$ cat config.mk
export PLATFORM = sky130hd
export DESIGN_NAME = rega_multizona
export DESIGN_NICKNAME = d
export VERILOG_FILES = /design/src/rtl/rega_multizona.sv
export SDC_FILE = /design/constraint.sdc
export NUM_CORES = 1
export LEC_CHECK = 0
export CAP_MARGIN = 30
export CELL_PAD_IN_SITES_DETAIL_PLACEMENT = 1
export CELL_PAD_IN_SITES_GLOBAL_PLACEMENT = 2
export CORE_AREA = 2 2 60 62
export CTS_BUF_LIST = sky130_fd_sc_hd__clkbuf_2
export CTS_CLUSTER_DIAMETER = 60
export DETAILED_ROUTE_END_ITERATION = 10
export DIE_AREA = 0 0 62 64
export DONT_BUFFER_PORTS = 1
export PLACE_DENSITY = 0.84
export REMOVE_ABC_BUFFERS = 1
export SYNTH_ARGS = -nofsm -noshare
export SYNTH_HDL_FRONTEND = slang
export SYNTH_SLANG_ARGS = --single-unit
$ cat constraint.sdc
create_clock -name clk -period 5.8 [get_ports clk]
set_clock_uncertainty 0.15 [all_clocks]
set_input_delay 1.16 -clock clk [delete_from_list [all_inputs] [get_ports clk]]
set_output_delay 1.16 -clock clk [all_outputs]
set_load 0.01 [all_outputs]
$ cat src/rtl/rega_multizona.sv
`default_nettype none
// ============================================================================
// Module      : rega_multizona
// Description : Multi-zone irrigation sequencer. Serves one zone at a time in
//               round-robin order (sprinkler or drip), enforces a fixed
//               watering turn and pause, and latches safety faults.
// Revision    : 1.0 - initial release
// ============================================================================
module rega_multizona #(
  parameter int N_ZONAS     = 4,
  parameter int TEMPO_REGA  = 8,
  parameter int TEMPO_PAUSA = 2
) (
  input  logic                       clk,
  input  logic                       reset,
  input  logic [N_ZONAS-1:0]         asp,
  input  logic [N_ZONAS-1:0]         got,
  input  logic [1:0]                 mef1,
  input  logic                       aduba,
  input  logic                       VE,
  input  logic                       critico,
  input  logic                       clr_erro,
  output logic [1:0]                 rega,
  output logic [$clog2(N_ZONAS)-1:0] zona,
  output logic                       ativo,
  output logic                       erro,
  output logic [2:0]                 cod_erro,
  output logic                       fim_zona
);

  localparam int ZW   = $clog2(N_ZONAS);
  localparam int TMAX = (TEMPO_REGA > TEMPO_PAUSA) ? TEMPO_REGA : TEMPO_PAUSA;
  localparam int CW   = $clog2(TMAX) + 1;

  localparam logic [1:0] MODO_ASP = 2'b10;
  localparam logic [1:0] MODO_GOT = 2'b01;
  localparam logic [1:0] MODO_OFF = 2'b00;

  typedef enum logic [2:0] {
    OCIOSO  = 3'd0,
    VALIDA  = 3'd1,
    REGANDO = 3'd2,
    PAUSA   = 3'd3,
    ERRO    = 3'd4
  } estado_t;

  estado_t       estado_q;
  logic [ZW-1:0] ptr_q;
  logic [ZW-1:0] zona_q;
  logic [1:0]    modo_q;
  logic [CW-1:0] cnt_q;
  logic [1:0]    rega_q;
  logic          ativo_q;
  logic          erro_q;
  logic [2:0]    cod_erro_q;
  logic          fim_zona_q;

  logic          scan_hit;
  logic [ZW-1:0] scan_idx;
  logic [ZW-1:0] cand;
  logic [2:0]    err_cod;
  logic          pedido_caiu;

  // Round-robin search: the first requesting zone at or after ptr wins.
  // Iterating from the farthest offset down lets the nearest hit overwrite.
  always_comb begin
    scan_hit = 1'b0;
    scan_idx = '0;
    cand     = '0;
    for (int i = N_ZONAS - 1; i >= 0; i--) begin
      cand = ZW'((int'(ptr_q) + i) % N_ZONAS);
      if (asp[cand] | got[cand]) begin
        scan_hit = 1'b1;
        scan_idx = cand;
      end
    end
  end

  // Safety checks on the latched zone; lowest code has highest priority.
  always_comb begin
    err_cod = 3'd0;
    if (asp[zona_q] && got[zona_q])        err_cod = 3'd1;
    else if (mef1 != 2'b11)                err_cod = 3'd2;
    else if (aduba && modo_q == MODO_GOT)  err_cod = 3'd3;
    else if (VE)                           err_cod = 3'd4;
    else if (!critico)                     err_cod = 3'd5;
  end

  // The served zone no longer asks for the mode it was granted.
  always_comb begin
    pedido_caiu = (modo_q == MODO_ASP) ? !asp[zona_q] : !got[zona_q];
  end

  // Sequencer FSM with registered outputs; async reset forces outputs off.
  always_ff @(posedge clk or posedge reset) begin
    if (reset) begin
      estado_q   <= OCIOSO;
      ptr_q      <= '0;
      zona_q     <= '0;
      modo_q     <= MODO_OFF;
      cnt_q      <= '0;
      rega_q     <= MODO_OFF;
      ativo_q    <= 1'b0;
      erro_q     <= 1'b0;
      cod_erro_q <= 3'd0;
      fim_zona_q <= 1'b0;
    end else begin
      fim_zona_q <= 1'b0;
      case (estado_q)
        OCIOSO: begin
          if (scan_hit) begin
            zona_q   <= scan_idx;
            modo_q   <= asp[scan_idx] ? MODO_ASP : MODO_GOT;
            estado_q <= VALIDA;
          end
        end
        VALIDA: begin
          if (err_cod != 3'd0) begin
            erro_q     <= 1'b1;
            cod_erro_q <= err_cod;
            estado_q   <= ERRO;
          end else begin
            cnt_q    <= CW'(TEMPO_REGA - 1);
            rega_q   <= modo_q;
            ativo_q  <= 1'b1;
            estado_q <= REGANDO;
          end
        end
        REGANDO: begin
          if (err_cod != 3'd0) begin
            rega_q     <= MODO_OFF;
            ativo_q    <= 1'b0;
            erro_q     <= 1'b1;
            cod_erro_q <= err_cod;
            estado_q   <= ERRO;
          end else if (pedido_caiu) begin
            rega_q   <= MODO_OFF;
            ativo_q  <= 1'b0;
            cnt_q    <= CW'(TEMPO_PAUSA - 1);
            estado_q <= PAUSA;
          end else if (cnt_q == '0) begin
            rega_q     <= MODO_OFF;
            ativo_q    <= 1'b0;
            fim_zona_q <= 1'b1;
            cnt_q      <= CW'(TEMPO_PAUSA - 1);
            estado_q   <= PAUSA;
          end else begin
            cnt_q <= cnt_q - 1'b1;
          end
        end
        PAUSA: begin
          if (cnt_q == '0) begin
            ptr_q    <= (zona_q == ZW'(N_ZONAS - 1)) ? '0 : zona_q + 1'b1;
            estado_q <= OCIOSO;
          end else begin
            cnt_q <= cnt_q - 1'b1;
          end
        end
        ERRO: begin
          rega_q  <= MODO_OFF;
          ativo_q <= 1'b0;
          if (clr_erro) begin
            erro_q     <= 1'b0;
            cod_erro_q <= 3'd0;
            estado_q   <= OCIOSO;
          end
        end
        default: begin
          rega_q   <= MODO_OFF;
          ativo_q  <= 1'b0;
          estado_q <= OCIOSO;
        end
      endcase
    end
  end

  assign rega     = rega_q;
  assign zona     = zona_q;
  assign ativo    = ativo_q;
  assign erro     = erro_q;
  assign cod_erro = cod_erro_q;
  assign fim_zona = fim_zona_q;

endmodule
`default_nettype wire

# ---- Word level (Yosys, flattened, before mapping)
# Cells that the tools add are included.
# Widths: inputs -> output; s select.
dict set report totals {
  wordCells 130
  input_bits 16
  memories 0
  ram_bits 0
  latch_bits 0
  register_bits 21
  out_inout_bits 10
  mem_bits_ro 0
}
dict set report op_classes {
  n_lt_le_gt_ge 6
  n_reduce_logical 17
  n_addsub 5
  shifts 0
  div_mod_pow 0
  n_mux 71
  n_eq_ne 16
  multipliers 0
  n_bitwise 5
}
# cell count
set op_table {}
lappend op_table {{$mux 3} 13}
lappend op_table {{$mux 1} 26}
lappend op_table {{$bmux 1 s2} 11}
lappend op_table {{$mux 2} 10}
lappend op_table {{$mux 4} 5}
lappend op_table {{$lt 2x3->1 const B} 6}
lappend op_table {{$pmux 3 s5} 1}
lappend op_table {{$ne 2x2->1 const B} 7}
lappend op_table {{$pmux 4 s3} 1}
lappend op_table {{$reduce_and 4->1} 2}
lappend op_table {{$eq 3x2->1 const B} 2}
lappend op_table {{$pmux 2 s3} 1}
lappend op_table {{$pmux 3 s2} 1}
lappend op_table {{$reduce_and 3->1} 2}
lappend op_table {{$reduce_bool 3->1} 2}
lappend op_table {{$add 2x1->2 const B} 2}
lappend op_table {{$add 2x2->2 const B} 2}
lappend op_table {{$eq 2x2->1 const B} 2}
lappend op_table {{$logic_not 4->1} 1}
lappend op_table {{$ne 4x4->1 const B} 1}
lappend op_table {{$or 1x1->1} 4}
lappend op_table {{$reduce_and 2->1} 2}
lappend op_table {{$reduce_or 2->1} 2}
lappend op_table {{$sub 4x1->4 const B} 1}
lappend op_table {{other kinds (11)} 13}

# ---- Depth between registers and ports, before layout
# Gate-level depths: netlist (run 1).
dict set report logic_depth {
  depth_word 11
  mapped_depth 9
  ltp_nobuf 8
}

# ---- Least setup slack after synthesis (run 1)
# OpenSTA, ideal clock, no wires.
dict set report synth_path {
  path_kind {input to register}
  startpoint {input VE}
  endpoint {register cnt_q[2]}
  path_buffers 0
  arrival_time_ns 2.468
  required_time_ns 5.524
  stages 6
  slack_ns 3.056
  setup_time_ns 0.126
  cell_sequence {and2b_2 and4_2 nand4b_2 a31oi_4 o21ai_0 a221o_1}
}
dict set report synth_via {
  elab_chain_cells 7
  elab_cells_between_ends 8
  classes_between {eq/ne: 2; mux: 4; reduce/logical: 2}
}
# item line_no
set synth_lines {}
lappend synth_lines {{from (decl)} 20} ;# input logic VE,
lappend synth_lines {{$mux 3 *} 85} ;# else if (VE) err_cod = 3'd4;
lappend synth_lines {{$mux 3 *} 84} ;# else if (aduba && modo_q == MODO_GOT) err_cod = 3'd3;
lappend synth_lines {{$mux 3 *} 83} ;# else if (mef1 != 2'b11) err_cod = 3'd2;
lappend synth_lines {{$mux 3 *} 82} ;# if (asp[zona_q] && got[zona_q]) err_cod = 3'd1;
lappend synth_lines {{$reduce_bool 3->1 *} {118, 130}}
lappend synth_lines {{$ne 2x2->1 (no source line)} --}
lappend synth_lines {{$reduce_and 4->1 (no source line) *} --}
lappend synth_lines {{to (signal assigned)} 123} ;# cnt_q <= CW'(TEMPO_REGA - 1);
lappend synth_lines {{to (signal assigned)} 139} ;# cnt_q <= CW'(TEMPO_PAUSA - 1);
lappend synth_lines {{to (signal assigned)} 145} ;# cnt_q <= CW'(TEMPO_PAUSA - 1);
lappend synth_lines {{to (decl)} 51} ;# logic [CW-1:0] cnt_q;
# Every way passes the cells marked *; elsewhere a longest branch is shown, timed or not.
# A chain may end at the register's enable or synchronous reset.

# ---- Worst setup path after layout (run 1)
dict set report layout_path {
  startpoint {input got[3]}
  endpoint {register cod_erro_q[1] (netlist: cod_erro[1])}
}
dict set report layout_via {
  elab_chain_cells 7
  elab_cells_between_ends 9
  classes_between {eq/ne: 1; mux: 5; reduce/logical: 3}
}
# item line_no
set layout_lines {}
lappend layout_lines {{from (decl)} 17} ;# input logic [N_ZONAS-1:0] got,
lappend layout_lines {{$bmux 1 s2 *} 82}
lappend layout_lines {{$mux 1 (not written as such) *} 82}
lappend layout_lines {{$logic_and 1x1->1 *} 82}
lappend layout_lines {{$mux 3 *} 82}
lappend layout_lines {{$reduce_bool 3->1} {118, 130}}
lappend layout_lines {{$ne 2x1->1 (no source line)} --}
lappend layout_lines {{$reduce_and 3->1 (no source line)} --}
lappend layout_lines {{to (signal assigned)} 120} ;# cod_erro_q <= err_cod;
lappend layout_lines {{to (signal assigned)} 134} ;# cod_erro_q <= err_cod;
lappend layout_lines {{to (decl)} 55} ;# logic [2:0] cod_erro_q;
# Every way passes the cells marked *; elsewhere a longest branch is shown, timed or not. The select of a mux whose other input is x is not followed.

==> reports/metrics.cfg, run 1 <==
[status]
status = complete, no violations

[cts]
ctsHoldBuffers = 0
numCtsBuffers = 3
clk_pin_slew_ps = 210
ctsRootBufferMaster = clkbuf_2
clkLatencyLatePin_ps = 320
clockBufferDepth = 2
post_cts_buffers = 0
cts.repair.resized = 0
cts.sinks = 21
h-tree-depth = 1
cts_tree = done

[setup_path]
crit_required_ps = 5900
crit_arrival_ps = 2620
critical_path_peak_fanout = 7
slowest_delay_ps = 600
crit_type = input pin to flop
cpLargestDelayFamily = compound AO/OA/AOI/OAI gates
start_kind = input pin
crit_path_end_kind = flop
crit_chain = nand2_1 > mux4_2 > a221oi_4 > o21ai_1 > a32o_1
crit_slowest_cell = mux4_2
crit_buf_inv = 0

[route]
wl_per_cell_microns = 17.4
dr.pass1.iters = 4
wirelength_microns = 3210
drc = 0
dr.max_layer_used = met4
ant_nets = 0
wl_met3_microns = 109
drt-initial-drc-count = 31
dr_total_vias = 1089
wl_met1_microns = 1500
viasPerCell = 5.92
wl_met2_microns = 1570

[floorplan]
core_area_sq_um = 3280
fp.dieW_microns = 62
ios = 26
rows = 21
dieArea_sq_um = 3970
initial_utilization_pct = 42.4
die_y_microns = 64

[global_route]
grt_pass1_vias = 1178
antenna_found_initial = 0
overflow = 0
grt_first_pass_wirelength_microns = 5620
grtUsageTotal_pct = 18.8
grt_max_degree = 22

[pwr]
p_per_area_nw_per_um2 = 357
power.leakage_nw = 0.619
max-vdd-ir-drop_uv = 174

[final_layout]
num-fill-cells = 396
drive_gt1_share_pct = 12.3
most-common-layout-cells = dfrtp_1, nand2_1, nor2_1
diodes = 0
final_common_cell = dfrtp_1
fin_nets = 158
final_core_util_pct = 43.5
syn_to_final_growth_pct = 2.61

[timing]
fin_crit_sh_pct = 43.5
maxSlewViolCount = 0
tightestPinTransition_ps = 788
fin_crit_ps = 2520
slew_headroom_pct = 47.4
tns_ps = 0
setup-violations-final = 0
hold_violations = 0
rsz0062_at_grt = no
max_freq_mhz = 396

[synthesis]
synthCells = 138
synth_seq_cells = 21
ys_async_sr_fraction_pct = 100
ys_types = 49
syn-cell-area_sq_um = 1390
synth_ff_type = dfrtp_1
synth_warnings = 0
syn_avg_cell_area_sq_um = 10.1
synth_edf_count = 0
synth_seq_area_share_pct = 37.8

[placed_design]
place_hpwl_microns = 2500
gp_congestion = 0.746
io_buffers = 0

[worst_hold_path]
worstHoldPathType = flop to flop

[run]
drv_cap = 0

[routing by layer]
layer	up-vias	track usage, %
li1	514	-
met1	548	24.8
met2	23	30.3
met3	4	4.86
met4	0	3.99
met5	-	0
[cell usage after synthesis, drive strengths merged (2+ instances only)]
cell type | instances | area share, %
nand2 | 12 | 3.2
a21oi | 6 | 2.2
mux2 | 3 | 2.4
mux2i | 7 | 5.0
nand2b | 5 | 2.2
nand3 | 7 | 2.5
nor4 | 3 | 1.3
o221ai | 2 | 1.3
nand4 | 2 | 2.0
or2 | 2 | 0.90
buf | 3 | 2.0
o21ai | 6 | 2.2
inv | 7 | 1.9
o21bai | 2 | 1.1
nand3b | 2 | 1.1
ha | 3 | 2.7
and2b | 3 | 1.8
nor2 | 10 | 2.7
o21a | 2 | 1.1
dfrtp | 21 | 38
o22a | 2 | 1.3
nor3b | 2 | 1.1
a31oi | 2 | 2.0
a22o | 3 | 1.9
and3b | 2 | 1.3
[path summary, 6_finish.rpt]
check                                    startpoint                       to  slack [ps]  cells after the start
min in group asynchronous                     reset      zona[0]$_DFFE_PP0P_         680                      1
worst min-delay path              ativo$_DFFE_PP0P_        ativo$_DFFE_PP0P_         430                      1
worst min register to register    ativo$_DFFE_PP0P_        ativo$_DFFE_PP0P_         430                      1
worst max-delay path                         got[3]  cod_erro[1]$_DFFE_PP0P_        3280                      5
worst max register to register  zona[0]$_DFFE_PP0P_  cod_erro[1]$_DFFE_PP0P_        3350                      4
max in group asynchronous                     reset     cnt_q[1]$_DFFE_PP0P_        4330                      1
[kinds of logic (layout without fill, tap and decap cells)]
group | count (synthesis) | after routing | synth area share, %
AO/OA/AOI/OAI | 35 | 35 | 20.8
adder cells (fa/ha/maj) | 3 | 3 | 2.70
buffers and inverters | 11 | 11 | 4.86
flip-flops | 21 | 21 | 37.8
multiplexers | 11 | 11 | 9.08
AND/OR/NAND/NOR | 57 | 57 | 24.8
[power breakdown]
part / switching (mW) / leakage (nW) / internal [mW] / total [mW]
clock network: 0.0459 / 0.0164 / 0.0156 / 0.0616
registers: 0.0728 / 0.266 / 0.182 / 0.255
logic: 0.0986 / 0.337 / 0.0944 / 0.193
[registers in the layout, indices dropped and copies added, names as in the netlist]
register,cells
erro,1
ativo,1
cod_erro,3
rega,2
zona,2
modo_q,2
fim_zona,1
ptr_q,2
cnt_q,4
estado_q,3
[metrics by stage]
step	hold WS [ps]	total power [mW]	cell area [sq um]	worst slack (ps)	cells
after floorplan	338	0.399	1350	3060	134
after global placement	379	0.441	1410	2930	180
after detailed placement	392	0.451	1410	2900	180
after CTS	424	0.516	1430	3290	184
after global routing	448	0.551	1430	3220	184
final	433	0.509	1430	3280	184
[area by class of cell]
type	instances	area [sq um]	area share (%)
Multi-Input combinational cell	106	798	55.9
Sequential cell	21	526	36.8
Clock inverter	1	5.00	0.351
Tap cell	46	57.6	4.03
Inverter	7	26.3	1.84
Clock buffer	3	15.0	1.05
Note: power is estimated with default switching activity, not from simulation.
==> run 2: changes to the inputs <==
CORE_AREA = 2 2 62 64   (was 2 2 60 62)
DIE_AREA = 0 0 64 66   (was 0 0 62 64)
PLACE_DENSITY = 0.79   (was 0.84)
clock period = 2.33 ns   (was 5.8 ns; I/O delays follow)
==> reports/metrics.cfg, run 2 (synthesis gave the netlist of run 1 again) <==
[cts]
clk_pin_slew_ps = 200  ; about the same
h-tree-depth = 1  ; unchanged
cts.repair.resized = 0  ; unchanged
numCtsBuffers = 3  ; unchanged
ctsRootBufferMaster = clkbuf_2
clkLatencyLatePin_ps = 330  ; about the same
clockBufferDepth = 2  ; unchanged
cts.sinks = 21  ; unchanged
ctsHoldBuffers = 0  ; unchanged
cts_tree = done
post_cts_buffers = 0  ; unchanged

[route]
drc = 0  ; unchanged
drt-initial-drc-count = 34  ; +9.7%
viasPerCell = 5.66  ; -4.3%
ant_nets = 0  ; unchanged
wirelength_microns = 3150  ; -1.7%
dr.pass1.iters = 4  ; unchanged
wl_per_cell_microns = 16.6  ; -4.8%
dr_total_vias = 1076  ; -1.2%

[floorplan]
ios = 26  ; unchanged
initial_utilization_pct = 39.2  ; -3.2 points
rows = 22  ; +4.8%
dieArea_sq_um = 4220  ; +6.5%
die_y_microns = 66  ; +3.1%
core_area_sq_um = 3550  ; +8.1%
fp.dieW_microns = 64  ; +3.2%

[global_route]
overflow = 0  ; unchanged
antenna_found_initial = 0  ; unchanged
grt_max_degree = 22  ; unchanged
grtUsageTotal_pct = 16.6  ; -2.2 points
grt_pass1_vias = 1125  ; -4.5%
grt_first_pass_wirelength_microns = 5370  ; -4.5%

[setup_path]
crit_required_ps = 2430  ; -3470 ps
crit_path_end_kind = flop
crit_type = flop to flop
crit_arrival_ps = 2260  ; -360 ps
critical_path_peak_fanout = 6  ; -1
start_kind = flop

[final_layout]
syn_to_final_growth_pct = 4.95
final_core_util_pct = 41.1  ; -2.3 points
most-common-layout-cells = dfrtp_1, nand2_1, nor2_1
largest_reg_flops = 4  ; unchanged
drive_gt1_share_pct = 14.8  ; +2.5 points
diodes = 0  ; unchanged
largest-register = cnt_q
fin_nets = 162  ; +2.5%
final_cells = 190  ; +3.3%
num-fill-cells = 402  ; +1.5%
final_common_cell = dfrtp_1

[timing]
rsz0062_at_grt = no
fin_crit_ps = 2160
tns_ps = 0  ; unchanged
hold_violations = 21  ; +21
setup-violations-final = 0  ; unchanged
whs_ps = -20.9  ; -454 ps
maxSlewViolCount = 0  ; unchanged
max_freq_mhz = 463
slew_headroom_pct = 47.1  ; -0.30 points
fin_crit_sh_pct = 92.6
tightestPinTransition_ps = 793  ; +4.57 ps

[placed_design]
dp.cells = 186  ; +3.3%
place_hpwl_microns = 2480  ; -0.57%
io_buffers = 0  ; unchanged
gp_congestion = 0.766  ; +2.7%

[pwr]
total_power_mw = 1.30  ; +160%
switchingPower_mw = 0.531  ; +140%
combPwrFrac_pct = 41.3  ; +3.4 points
p_per_area_nw_per_um2 = 890  ; +150%
p_int_mw = 0.769  ; +160%
p_seq_share_pct = 46.4  ; -3.6 points
pwr-share-clk_pct = 12.4  ; +0.3 points
power.leakage_nw = 0.640  ; +3.4%
p_sw_share_pct = 40.9  ; -1.8 points
max-vdd-ir-drop_uv = 399  ; +130%

[status]
status = finished, violations left
violations = negative hold slack

[worst_hold_path]
worstHoldPathType = input pin to asynchronous set/reset pin

[run]
drv_cap = 0  ; unchanged

run 2: cell count changes in the layout (fill, tap and decap cells not counted), sizes merged:
cell    delta
buf        +4
clkbuf     +1
clkinv     -1
run 2: worst paths after layout:
path / to / cells after the start / from / slack [ps]
max in group asynchronous: zona[0]$_DFFE_PP0P_ / 1 / reset / 1560
worst min-delay path: estado_q[1]$_DFFE_PP0P_ / 1 / reset / -20
min in group clk: erro$_DFFE_PP0P_ / 2 / clr_erro / 130
worst max-delay path: cnt_q[2]$_DFFE_PP0P_ / 7 / cnt_q[0]$_DFFE_PP0P_ / 170
worst max register to register: cnt_q[2]$_DFFE_PP0P_ / 7 / cnt_q[0]$_DFFE_PP0P_ / 170
worst min register to register: cnt_q[0]$_DFFE_PP0P_ / 1 / cnt_q[0]$_DFFE_PP0P_ / 400
run 2: power groups by stage:
| stage | Sequential, mW | Combinational [mW] | Clock, mW |
|---|---|---|---|
| after CTS | 0.605 | 0.547 | 0.165 |
| after global routing | 0.626 | 0.598 | 0.182 |
| final | 0.603 | 0.536 | 0.161 |
| after global placement | 0.605 | 0.529 | 0 |
| after detailed placement | 0.612 | 0.542 | 0 |
| after floorplan | 0.596 | 0.397 | 0 |
run 2: metal layers:
metal | GRT usage, % | vias to the layer above | share of wire, %
li1 | - | 521 | -
met1 | 21.5 | 532 | 47
met2 | 27.3 | 18 | 48
met3 | 3.07 | 5 | 3.6
met4 | 6.52 | 0 | 1.5
met5 | 0 | - | 0
run 2: area by class of cell:
cell class | count | area (sq um) | share of cell area (%)
inverters | 7 | 26.3 | 1.80
flip-flops and latches | 21 | 526 | 36.0
multi-input cells | 106 | 798 | 54.7
clock buffers | 4 | 20.0 | 1.37
well taps | 48 | 60.1 | 4.11
repair buffers | 4 | 30.0 | 2.06
run 2: stage by stage:
stage / setup slack, ps / cell area [sq um]
after floorplan: 142 / 1350
after global placement: 234 / 1440
after detailed placement: 172 / 1440
after CTS: 148 / 1460
after global routing: 23.0 / 1460
final: 171 / 1460
run 2: critical path, stage by stage, from the launching register on:
cell and delay, ps:
dfrtp_1 460, inv_1 100, ha_1 130, or3b_1 440
nand3_1 200, a31oi_4 130, nor2b_4 150, a221o_1 310
==> run 3: changes to the inputs <==
CORE_AREA = 2 2 73 54   (was 2 2 62 64)
DIE_AREA = 0 0 75 56   (was 0 0 64 66)
PLACE_DENSITY = 0.81   (was 0.79)
==> reports/metrics.cfg, run 3 (synthesis gave the netlist of run 1 again) <==
[global_route]
grtUsageTotal_pct = 17.1  ; +0.55 points
grt_max_degree = 22  ; unchanged
antenna_found_initial = 0  ; unchanged
grt_pass1_vias = 1163  ; +3.4%
overflow = 0  ; unchanged
grt_first_pass_wirelength_microns = 5440  ; +1.4%

[status]
status = complete, no violations

[final_layout]
most-common-layout-cells = dfrtp_1, nand2_1, nor2_1
fin_nets = 164  ; +1.2%
drive_gt1_share_pct = 16.0  ; +1.2 points
final_common_cell = dfrtp_1
largest-register = cnt_q
largest_reg_flops = 4  ; unchanged
diodes = 0  ; unchanged
syn_to_final_growth_pct = 6.56

[cts]
clkLatencyLatePin_ps = 340  ; about the same
ctsRootBufferMaster = clkbuf_2
post_cts_buffers = 0  ; unchanged
h-tree-depth = 1  ; unchanged
clockBufferDepth = 2  ; unchanged
cts.sinks = 21  ; unchanged
clk_pin_slew_ps = 190  ; about the same
cts_tree = done
numCtsBuffers = 3  ; unchanged

[timing]
whs_ps = 152  ; +173 ps
max_freq_mhz = 465  ; +0.41%
maxSlewViolCount = 0  ; unchanged
fin_crit_ps = 2150  ; -8.78 ps
tightestPinTransition_ps = 804  ; +11.5 ps
rsz0062_at_grt = no
hold_violations = 0  ; -100%
fin_crit_sh_pct = 92.3  ; -0.38 points
slew_headroom_pct = 46.3  ; -0.77 points
tns_ps = 0  ; unchanged
setup-violations-final = 0  ; unchanged

[route]
wl_per_cell_microns = 16.8  ; +1.2%
dr_total_vias = 1095  ; +1.8%
viasPerCell = 5.64  ; -0.33%
wirelength_microns = 3260  ; +3.3%
dr.pass1.iters = 3  ; -1
drc = 0  ; unchanged
ant_nets = 0  ; unchanged
drt-initial-drc-count = 43  ; +26%

[setup_path]
crit_path_end_kind = flop
start_kind = flop
crit_slowest_cell = dfrtp_1
crit_required_ps = 2410  ; -20 ps
crit_chain = inv_1 > ha_1 > or3b_4 > nand4_1 > and2b_2 > o21ai_0 > a221o_1
crit_arrival_ps = 2230  ; -30 ps
crit_type = flop to flop
slowest_delay_ps = 460  ; about the same
critical_path_peak_fanout = 6  ; unchanged
cpLargestDelayFamily = simple AND/OR/NAND/NOR gates
crit_buf_inv = 1  ; unchanged

[floorplan]
die_y_microns = 56  ; -15%
fp.dieW_microns = 75  ; +17%
rows = 18  ; -18%
dieArea_sq_um = 4200  ; -0.57%
initial_utilization_pct = 40.4  ; +1.2 points
core_area_sq_um = 3450  ; -3.0%
ios = 26  ; unchanged

[worst_hold_path]
worstHoldPathType = input pin to flop

[pwr]
p_per_area_nw_per_um2 = 890  ; about the same
power.leakage_nw = 0.652  ; +1.9%
max-vdd-ir-drop_uv = 330  ; -17%

[placed_design]
gp_congestion = 0.876  ; +14%
place_hpwl_microns = 2600  ; +4.4%
io_buffers = 0  ; unchanged

[run]
drv_cap = 0  ; unchanged

-- run 3: path summary, 6_finish.rpt --
check / startpoint / end / slack [ps] / cells after the start
setup / recovery: cnt_q[0]$_DFFE_PP0P_ / cnt_q[2]$_DFFE_PP0P_ / 180 / 7
max in group asynchronous: reset / erro$_DFFE_PP0P_ / 990 / 2
min in group asynchronous: reset / fim_zona$_DFF_PP0_ / 540 / 2
hold reg to reg: cnt_q[0]$_DFFE_PP0P_ / cnt_q[0]$_DFFE_PP0P_ / 410 / 1
setup reg to reg: cnt_q[0]$_DFFE_PP0P_ / cnt_q[2]$_DFFE_PP0P_ / 180 / 7
hold / removal: clr_erro / erro$_DFFE_PP0P_ / 150 / 2
-- run 3: final cells by class --
cell class	count	area [sq um]
Multi-Input combinational cell	106	801
Inverter	7	26.3
Fill cell	404	1960
Timing Repair Buffer	6	47.5
Sequential cell	21	526
Tap cell	50	62.6
Clock inverter	1	5.00
Clock buffer	3	15.0
-- run 3: report_power, final --
group | internal, mW | switching (mW) | total (mW)
Clock | 0.0389 | 0.116 | 0.155
Combinational | 0.278 | 0.302 | 0.580
Sequential | 0.454 | 0.130 | 0.584
-- run 3: timing repair --
item | 4_1_cts | 5_1_grt
hold endpoints to repair | 12 | 0
hold buffers | 1 | 0
gates resized for setup | 0 | 1
setup endpoints to repair | 0 | 1
-- run 3: routing by layer --
layer	part of all wire (%)	track usage [%]	vias to the layer above
met5	0	0	-
met4	1.3	4.85	0
met3	3.3	5.25	7
met2	47	25.8	14
met1	48	23.5	551
li1	-	-	523
-- run 3: through the flow --
stage	std cells	utilization (%)	cell area, sq um	setup slack (ps)	power, mW
2_1_floorplan	134	-	1350	142	0.993
3_3_place_gp	189	42.1	1450	235	1.15
3_5_place_dp	189	42.1	1450	149	1.18
4_1_cts	194	43.0	1480	119	1.34
5_1_grt	194	43.0	1480	38.8	1.42
6_report	194	43.0	1480	180	1.32
